### src/rtl/mem_bus_arbiter_pkg.sv
// mem_bus_arbiter_pkg: shared state encoding, grant codes and bus widths for the memory arbiter
package mem_bus_arbiter_pkg;
    typedef enum logic {ST_IDLE = 1'b0, ST_ACCESS = 1'b1} state_t;
    localparam logic GNT_INSTR = 1'b0;
    localparam logic GNT_DATA  = 1'b1;
    localparam int WMASK_W = 4;
    localparam int WORD_W  = 32;
endpackage

### src/rtl/mem_arb_pick.sv
// mem_arb_pick: arbitration policy; ARB_RR_EN selects round-robin, otherwise data has fixed priority
module mem_arb_pick
    import mem_bus_arbiter_pkg::*;
(
    input  logic i_valid,
    input  logic d_valid,
    input  logic last_grant,
    output logic gnt_valid,
    output logic gnt_sel
);
    assign gnt_valid = i_valid | d_valid;
`ifdef ARB_RR_EN
    // on contention the port that did not win last time goes first
    assign gnt_sel = (i_valid && d_valid) ? ~last_grant : (d_valid ? GNT_DATA : GNT_INSTR);
`else
    logic unused_last_grant;
    assign unused_last_grant = last_grant;
    // data port always wins when it asks
    assign gnt_sel = d_valid ? GNT_DATA : GNT_INSTR;
`endif
endmodule

### src/rtl/mem_bus_arbiter.sv
// mem_bus_arbiter: shares one word RAM between fetch and load/store ports (policy set by ARB_RR_EN)
module mem_bus_arbiter
    import mem_bus_arbiter_pkg::*;
#(
    parameter int MEM_AW = 8,
    parameter int ADDR_W = 32
) (
    input  logic               clk,
    input  logic               rst_n,
    input  logic               i_req_valid,
    input  logic [ADDR_W-1:0]  i_addr,
    output logic               i_req_ready,
    output logic               i_rsp_valid,
    output logic [WORD_W-1:0]  i_rdata,
    input  logic               d_req_valid,
    input  logic [ADDR_W-1:0]  d_addr,
    input  logic [WMASK_W-1:0] d_wmask,
    input  logic [WORD_W-1:0]  d_wdata,
    output logic               d_req_ready,
    output logic               d_rsp_valid,
    output logic [WORD_W-1:0]  d_rdata,
    output logic [MEM_AW-1:0]  mem_addr,
    output logic               mem_rd,
    output logic [WMASK_W-1:0] mem_wmask,
    output logic [WORD_W-1:0]  mem_wdata,
    input  logic [WORD_W-1:0]  mem_rdata
);
    state_t state, next_state;
    logic last_grant, acc_rd, gnt_valid, gnt_sel, hs;
    logic [WORD_W-1:0] i_rdata_q, d_rdata_q;
    logic unused_addr_bits;

    assign unused_addr_bits = ^{i_addr[ADDR_W-1:MEM_AW+2], i_addr[1:0], d_addr[ADDR_W-1:MEM_AW+2], d_addr[1:0]};

    mem_arb_pick u_pick (
        .i_valid    (i_req_valid),
        .d_valid    (d_req_valid),
        .last_grant (last_grant),
        .gnt_valid  (gnt_valid),
        .gnt_sel    (gnt_sel)
    );

    // handshake in IDLE drives the RAM directly; ACCESS always falls back to IDLE
    always_comb begin
        next_state  = state;
        hs          = 1'b0;
        i_req_ready = 1'b0;
        d_req_ready = 1'b0;
        mem_addr    = '0;
        mem_rd      = 1'b0;
        mem_wmask   = '0;
        mem_wdata   = '0;
        if (state == ST_IDLE && gnt_valid) begin
            hs          = 1'b1;
            next_state  = ST_ACCESS;
            i_req_ready = gnt_sel == GNT_INSTR;
            d_req_ready = gnt_sel == GNT_DATA;
            mem_addr    = gnt_sel == GNT_DATA ? d_addr[MEM_AW+1:2] : i_addr[MEM_AW+1:2];
            mem_rd      = gnt_sel == GNT_INSTR || d_wmask == '0;
            mem_wmask   = gnt_sel == GNT_DATA ? d_wmask : '0;
            mem_wdata   = gnt_sel == GNT_DATA ? d_wdata : '0;
        end else if (state == ST_ACCESS) begin
            next_state = ST_IDLE;
        end
    end

    assign i_rsp_valid = state == ST_ACCESS && last_grant == GNT_INSTR;
    assign d_rsp_valid = state == ST_ACCESS && last_grant == GNT_DATA;
    // read data is forwarded during the response cycle and held afterwards
    assign i_rdata = (i_rsp_valid && acc_rd) ? mem_rdata : i_rdata_q;
    assign d_rdata = (d_rsp_valid && acc_rd) ? mem_rdata : d_rdata_q;

    // state, grant record and held read data
    always_ff @(posedge clk or negedge rst_n) begin
        if (!rst_n) begin
            state      <= ST_IDLE;
            last_grant <= GNT_INSTR;
            acc_rd     <= 1'b0;
            i_rdata_q  <= '0;
            d_rdata_q  <= '0;
        end else begin
            state <= next_state;
            if (hs) begin
                last_grant <= gnt_sel;
                acc_rd     <= mem_rd;
            end
            if (i_rsp_valid && acc_rd) i_rdata_q <= mem_rdata;
            if (d_rsp_valid && acc_rd) d_rdata_q <= mem_rdata;
        end
    end
endmodule

### config.mk
export PLATFORM = sky130hd
export DESIGN_NAME = mem_bus_arbiter
export DESIGN_NICKNAME = d
export VERILOG_FILES = /design/src/rtl/mem_bus_arbiter_pkg.sv /design/src/rtl/mem_arb_pick.sv /design/src/rtl/mem_bus_arbiter.sv
export SDC_FILE = /design/constraint.sdc
export NUM_CORES = 1
export LEC_CHECK = 0
export CAP_MARGIN = 0
export CORE_MARGIN = 2
export CORE_UTILIZATION = 30
export DETAILED_ROUTE_END_ITERATION = 16
export PLACE_DENSITY_LB_ADDON = 0.3
export SYNTH_ARGS = -nofsm -noshare
export SYNTH_HDL_FRONTEND = slang
export SYNTH_SLANG_ARGS = --single-unit
### constraint.sdc
create_clock -name clk -period 1.3 [get_ports clk]
set_input_delay 0.195 -clock clk [delete_from_list [all_inputs] [get_ports clk]]
set_output_delay 0.195 -clock clk [all_outputs]
set_load 0.05 [all_outputs]
* Word level (Yosys, flattened, before mapping)
Index checks and enable logic that the tools add are counted. W data, S select, Z words.
Cells by class: div/mod/pow operators 0, bitwise gates (word level) 4, reductions and logical operators 7, shift-type cells 0, equality and inequality tests 0, $add $sub $neg 0, multiply operators 0, multiplexer cells 13, $lt $le $gt $ge 0
Operator list (count):
- $mux W32 | 4
- $mux W8 | 2
- $mux W4 | 2
- $logic_and A1 B1 Y1 | 5
- $mux W1 | 5
- $logic_not A4 Y1 | 1
- $not A1 Y1 | 3
- $logic_or A1 B1 Y1 | 1
- $or A1 B1 Y1 | 1
Word-level totals: logic and storage cells 29, memories kept 0, input port bits 136, register bits after elaboration 67, output and inout bits 113, ROM bits 0, latch bits 0, memory bits (writable) 0

* Longest topological paths before layout
depth after elaboration 4, gate-level depth with buffers 5, depth with buffers taken out 2

* Cells and area by module
A second synthesis with hierarchy kept.
Second synthesis, totals: cells, all modules 209, area, all modules 2961.6 sq um
By module, submodules not included:
- mem_bus_arbiter | times used 1, area each 2947.8 sq um, cells an instance 207, seq. area each 1676.6 sq um
- mem_arb_pick | times used 1, area each 13.8 sq um, cells an instance 2, seq. area each 0.0 sq um

* Least setup slack after synthesis
No wires, ideal clock.
path kind reg-to-output, from register state, to output port mem_rd, setup slack -0.792 ns, required time 1.105 ns, cell stages (with the launch flop) 4, data arrival time 1.897 ns, path buffers 1, cell sequence dfrtp_1 > buf_4 > o21ba_2 > a21boi_0
On the way: cells in the longest elaborated chain, start to end 3
RTL lines:
- from (decl) | line mem_bus_arbiter.sv:28 | state_t state, next_state;
- from (signal assigned) | line mem_bus_arbiter.sv:82 | state <= next_state;
- $not A1 Y1 | line mem_bus_arbiter.sv:53 | if (state == ST_IDLE && gnt_valid) begin
- $logic_and A1 B1 Y1 | line mem_bus_arbiter.sv:53
- $mux W1 | line mem_bus_arbiter.sv:53
- to (decl) | line mem_bus_arbiter.sv:23 | output logic mem_rd,
Every way passes these cells.

* Worst setup path after layout
from register last_grant, to output port i_rdata[19]
On the way: cells in the longest elaborated chain, start to end 4
RTL lines:
- from (decl) | line mem_bus_arbiter.sv:29 | logic last_grant, acc_rd, gnt_valid, gnt_sel, hs;
- from (signal assigned) | line mem_bus_arbiter.sv:84 | last_grant <= gnt_sel;
- $not A1 Y1 | line mem_bus_arbiter.sv:67 | assign i_rsp_valid = state == ST_ACCESS && last_grant == GNT_INSTR;
- $logic_and A1 B1 Y1 | line mem_bus_arbiter.sv:67
- $logic_and A1 B1 Y1 | line mem_bus_arbiter.sv:70 | assign i_rdata = (i_rsp_valid && acc_rd) ? mem_rdata : i_rdata_q;
- $mux W32
- to (decl) | line mem_bus_arbiter.sv:14 | output logic [WORD_W-1:0] i_rdata,
Every way passes these cells.

==> load_flow_metrics.sql <==
INSERT INTO impl_metrics (metric_group, metric, value, unit) VALUES
('outcome', 'run_status', 'finished, violations left', ''),
('outcome', 'violations', 'negative setup slack', ''),
('layout', 'num-nets-final', '591', ''),
('yosys', 'synth_top_family_by_area', 'multiplexers', ''),
('sta', 'fin_crit_sh', '1.45', ''),
('setup_path', 'cp_cell_sequence', 'nand3b_4 > buf_8 > mux2_4 > buf_8', ''),
('grt', 'grt_start_max_net_pins', '68', ''),
('setup_path', 'cp-start-kind', 'register', ''),
('sta', 'layout_setup_ws', '-0.585', 'ns'),
('layout', 'fraction_of_layout_instances_using_a_drive_strength_above_1', '0.661', ''),
('setup_path', 'required', '1.11', 'ns'),
('setup_path', 'worst_path_largest_cell_delay', '0.42', 'ns'),
('yosys', 'synth_xor_xnor_area_share', '0', ''),
('pwr', 'worst_voltage_drop_across_the_vdd_grid', '1530', 'uV'),
('clock_network', 'cts_buffer_depth', '2', ''),
('clock_network', 'clock_tree_from_tritoncts', 'yes', ''),
('sta', 'worst_hold_slack', '0.395', 'ns'),
('clock_network', 'numCtsBuffers', '9', ''),
('yosys', 'asyncSetResetFlopFracSynth', '1.00', ''),
('die', 'ios', '249', ''),
('hold_path', 'timing.hold.worst.class', 'in2async', ''),
('run', 'maxCapViolations', '0', ''),
('yosys', 'post_synth_main_area_contributors', 'sky130_fd_sc_hd__dfrtp_1 55%, sky130_fd_sc_hd__mux2_4 17%, sky130_fd_sc_hd__mux2_2 11%', ''),
('sta', 'timing.fmax', '0.530', 'GHz'),
('routing', 'postRouteWirelength', '11.2', 'mm'),
('yosys', 'synthesis.nets', '335', ''),
('sta', 'hold_viol_final', '0', ''),
('setup_path', 'critical_path_top_delay_cell', 'sky130_fd_sc_hd__dfrtp_1', ''),
('grt', 'grt_util_all_layers', '0.201', ''),
('layout', 'area_growth_syn_to_layout', '131', '%'),
('routing', 'vias_per_std_cell', '4.49', ''),
('routing', 'drtPass1Iterations', '4', ''),
('routing', 'vias_after_detailed_routing', '2661', ''),
('yosys', 'synth_warnings', '0', ''),
('yosys', 'ys_types', '19', ''),
('layout', 'multi_input_area', '1570', 'um2'),
('yosys', 'synth-compound-area-share', '0.0341', ''),
('placed_design', 'gpl.final_weighted_congestion', '0.713', ''),
('clock_network', 'cts_htree_levels', '3', ''),
('die', 'die_w', '105', 'um'),
('yosys', 'synth_simple_gate_area_frac', '0.103', ''),
('placed_design', 'post-place-ws', '-0.512', 'ns'),
('grt', 'grt_antenna_before_repair', '0', ''),
('yosys', 'muxShareOfSynthArea', '0.278', ''),
('setup_path', 'critical-path-top-cell-by-count', 'sky130_fd_sc_hd__buf_8', ''),
('yosys', 'synthAdderAreaFrac', '0', ''),
('sta', 'report.final.setup_viol', '142', ''),
('yosys', 'number_of_flops_mapped_to_enable_cells_by_yosys', '0', ''),
('clock_network', 'root_buffer', 'sky130_fd_sc_hd__clkbuf_8', ''),
('routing', 'drc', '0', ''),
('routing', 'initialDrtViolationCount', '54', ''),
('grt', 'first_global_vias', '3100', ''),
('layout', 'area.sequential', '1680', 'um2'),
('layout', 'fillerInstances', '659', ''),
('yosys', 'synth_area_per_cell', '15.3', 'um2'),
('layout', 'n_antenna_cell', '0', ''),
('yosys', 'seq_area_frac_synth', '0.550', ''),
('clock_network', 'clkSinkCount', '67', ''),
('die', 'die_area', '11000', 'um2'),
('yosys', 'netlist.area_leader.share', '0.550', ''),
('die', 'placement_row_count', '36', ''),
('clock_network', 'clock_latency_reported_for_the_late_side_of_the_worst_skew_pair', '0.34', 'ns'),
('yosys', 'synth.ff_latch_count', '67', ''),
('routing', 'detail_route.wl_per_cell', '18.8', 'um'),
('setup_path', 'worst-endpoint-arrival', '1.69', 'ns'),
('yosys', 'synthesis.instances', '199', ''),
('setup_path', 'timing.critical_path.max_delay_family', 'flip-flops', ''),
('routing', 'detail-route-antenna-nets', '0', ''),
('die', 'core_region_area', '9820', 'um2'),
('layout', 'final_core_utilization', '0.717', ''),
('sta', 'slew_viol_final', '0', '');
-- cell type report --
| class | instances | area share |
|---|---|---|
| clock inverter | 7 | 0.0140 |
| tap | 133 | 0.0236 |
| multi-input combinational | 120 | 0.223 |
| timing repair buffer | 257 | 0.483 |
| sequential | 67 | 0.238 |
| clock buffer | 9 | 0.0176 |
-- cell families (layout without fill, tap and decap cells) --
group	count (synthesis)	count (layout)
buffers and inverters	12	273
AND/OR/NAND/NOR	44	44
multiplexers	64	64
flip-flops	67	67
AO/OA/AOI/OAI	12	12
-- metal layers --
layer	vias to the layer above	GRT usage	wire [um]
li1	1203	-	-
met1	1333	0.215	3950
met2	113	0.362	6070
met3	12	0.0805	955
met4	0	0.0619	188
met5	-	0	0
-- flip-flops by register name, summed over array words and instances, names as in the netlist --
| name | cells |
|---|---|
| d_rdata_q | 32 |
| acc_rd | 1 |
| state | 1 |
| last_grant | 1 |
| i_rdata_q | 32 |
-- timing repair --
| item | CTS | global route |
|---|---|---|
| gates resized for setup | 95 | 46 |
| setup buffers | 22 | 18 |
| hold buffers | 1 | 0 |
| setup endpoints to repair | 146 | 170 |
| hold endpoints to repair | 67 | 0 |
| gates cloned | 4 | 1 |
| pin swaps | 10 | 1 |
-- tightest hold or removal path: stages --
cell                            delay [ns]
sky130_fd_sc_hd__dlygate4sd3_1        0.52
sky130_fd_sc_hd__buf_2                0.12
sky130_fd_sc_hd__buf_12               0.31
-- path summary, 6_finish.rpt --
check / slack [ns] / to / depth (start not counted) / start
max in group asynchronous: 0.59 / state / 3 / rst_n
min in group clk: 0.51 / d_rdata_q[28] / 1 / d_rdata_q[28]
hold reg to reg: 0.51 / d_rdata_q[28] / 1 / d_rdata_q[28]
hold / removal: 0.40 / i_rdata_q[16] / 3 / rst_n
setup / recovery: -0.59 / i_rdata[19] / 4 / last_grant
setup reg to reg: -0.20 / i_rdata_q[21] / 5 / last_grant
-- cell usage in the layout, fill, tap and decap left out --
| cell type | Yosys | layout |
|---|---|---|
| sky130_fd_sc_hd__a22o_4 | 0 | 8 |
| sky130_fd_sc_hd__nand2b_1 | 1 | 1 |
| sky130_fd_sc_hd__buf_4 | 3 | 11 |
| sky130_fd_sc_hd__buf_12 | 0 | 61 |
| sky130_fd_sc_hd__buf_16 | 0 | 1 |
| sky130_fd_sc_hd__o21ba_4 | 0 | 1 |
| sky130_fd_sc_hd__clkinv_2 | 0 | 1 |
| sky130_fd_sc_hd__bufinv_16 | 0 | 2 |
| sky130_fd_sc_hd__inv_6 | 0 | 2 |
| sky130_fd_sc_hd__clkinv_4 | 0 | 1 |
| sky130_fd_sc_hd__clkbuf_16 | 0 | 1 |
| sky130_fd_sc_hd__nand3b_4 | 1 | 1 |
| sky130_fd_sc_hd__and2_4 | 0 | 37 |
| sky130_fd_sc_hd__mux2_2 | 30 | 1 |
| sky130_fd_sc_hd__mux2_4 | 34 | 63 |
| sky130_fd_sc_hd__dfrtp_1 | 67 | 66 |
| sky130_fd_sc_hd__a21boi_4 | 0 | 1 |
| sky130_fd_sc_hd__nor2b_4 | 0 | 2 |
| sky130_fd_sc_hd__clkdlybuf4s50_1 | 0 | 86 |
| sky130_fd_sc_hd__buf_6 | 6 | 68 |
| sky130_fd_sc_hd__or4_4 | 0 | 1 |
| sky130_fd_sc_hd__a21o_1 | 1 | 1 |
| sky130_fd_sc_hd__nand3_4 | 1 | 1 |
| sky130_fd_sc_hd__dlygate4sd3_1 | 0 | 1 |
| sky130_fd_sc_hd__clkbuf_8 | 0 | 9 |
| sky130_fd_sc_hd__buf_8 | 0 | 27 |
| sky130_fd_sc_hd__dfrtp_2 | 0 | 1 |
| sky130_fd_sc_hd__clkinvlp_4 | 0 | 1 |
| sky130_fd_sc_hd__a2bb2oi_1 | 1 | 1 |
| sky130_fd_sc_hd__buf_2 | 0 | 1 |
| sky130_fd_sc_hd__nor3b_4 | 1 | 1 |
-- power breakdown --
group,total (mW),internal [mW],switching (mW)
sequential,3.42,3.06,0.354
clock,1.93,1.09,0.836
combinational,11.2,5.20,5.98
-- per-stage QoR --
step / TNS (ns) / cells / cell area (um2) / power (mW)
5_1_grt: -77.09 / 593 / 7040 / 17.1
4_1_cts: -68.94 / 582 / 6870 / 15.7
3_5_place_dp: -30.96 / 540 / 6030 / 12.5
2_1_floorplan: -12.18 / 199 / 3360 / 9.58
3_3_place_gp: -28.29 / 540 / 6030 / 12.4
6_report: -64.54 / 593 / 7040 / 16.5
Power figures use the tool's default switching activity.
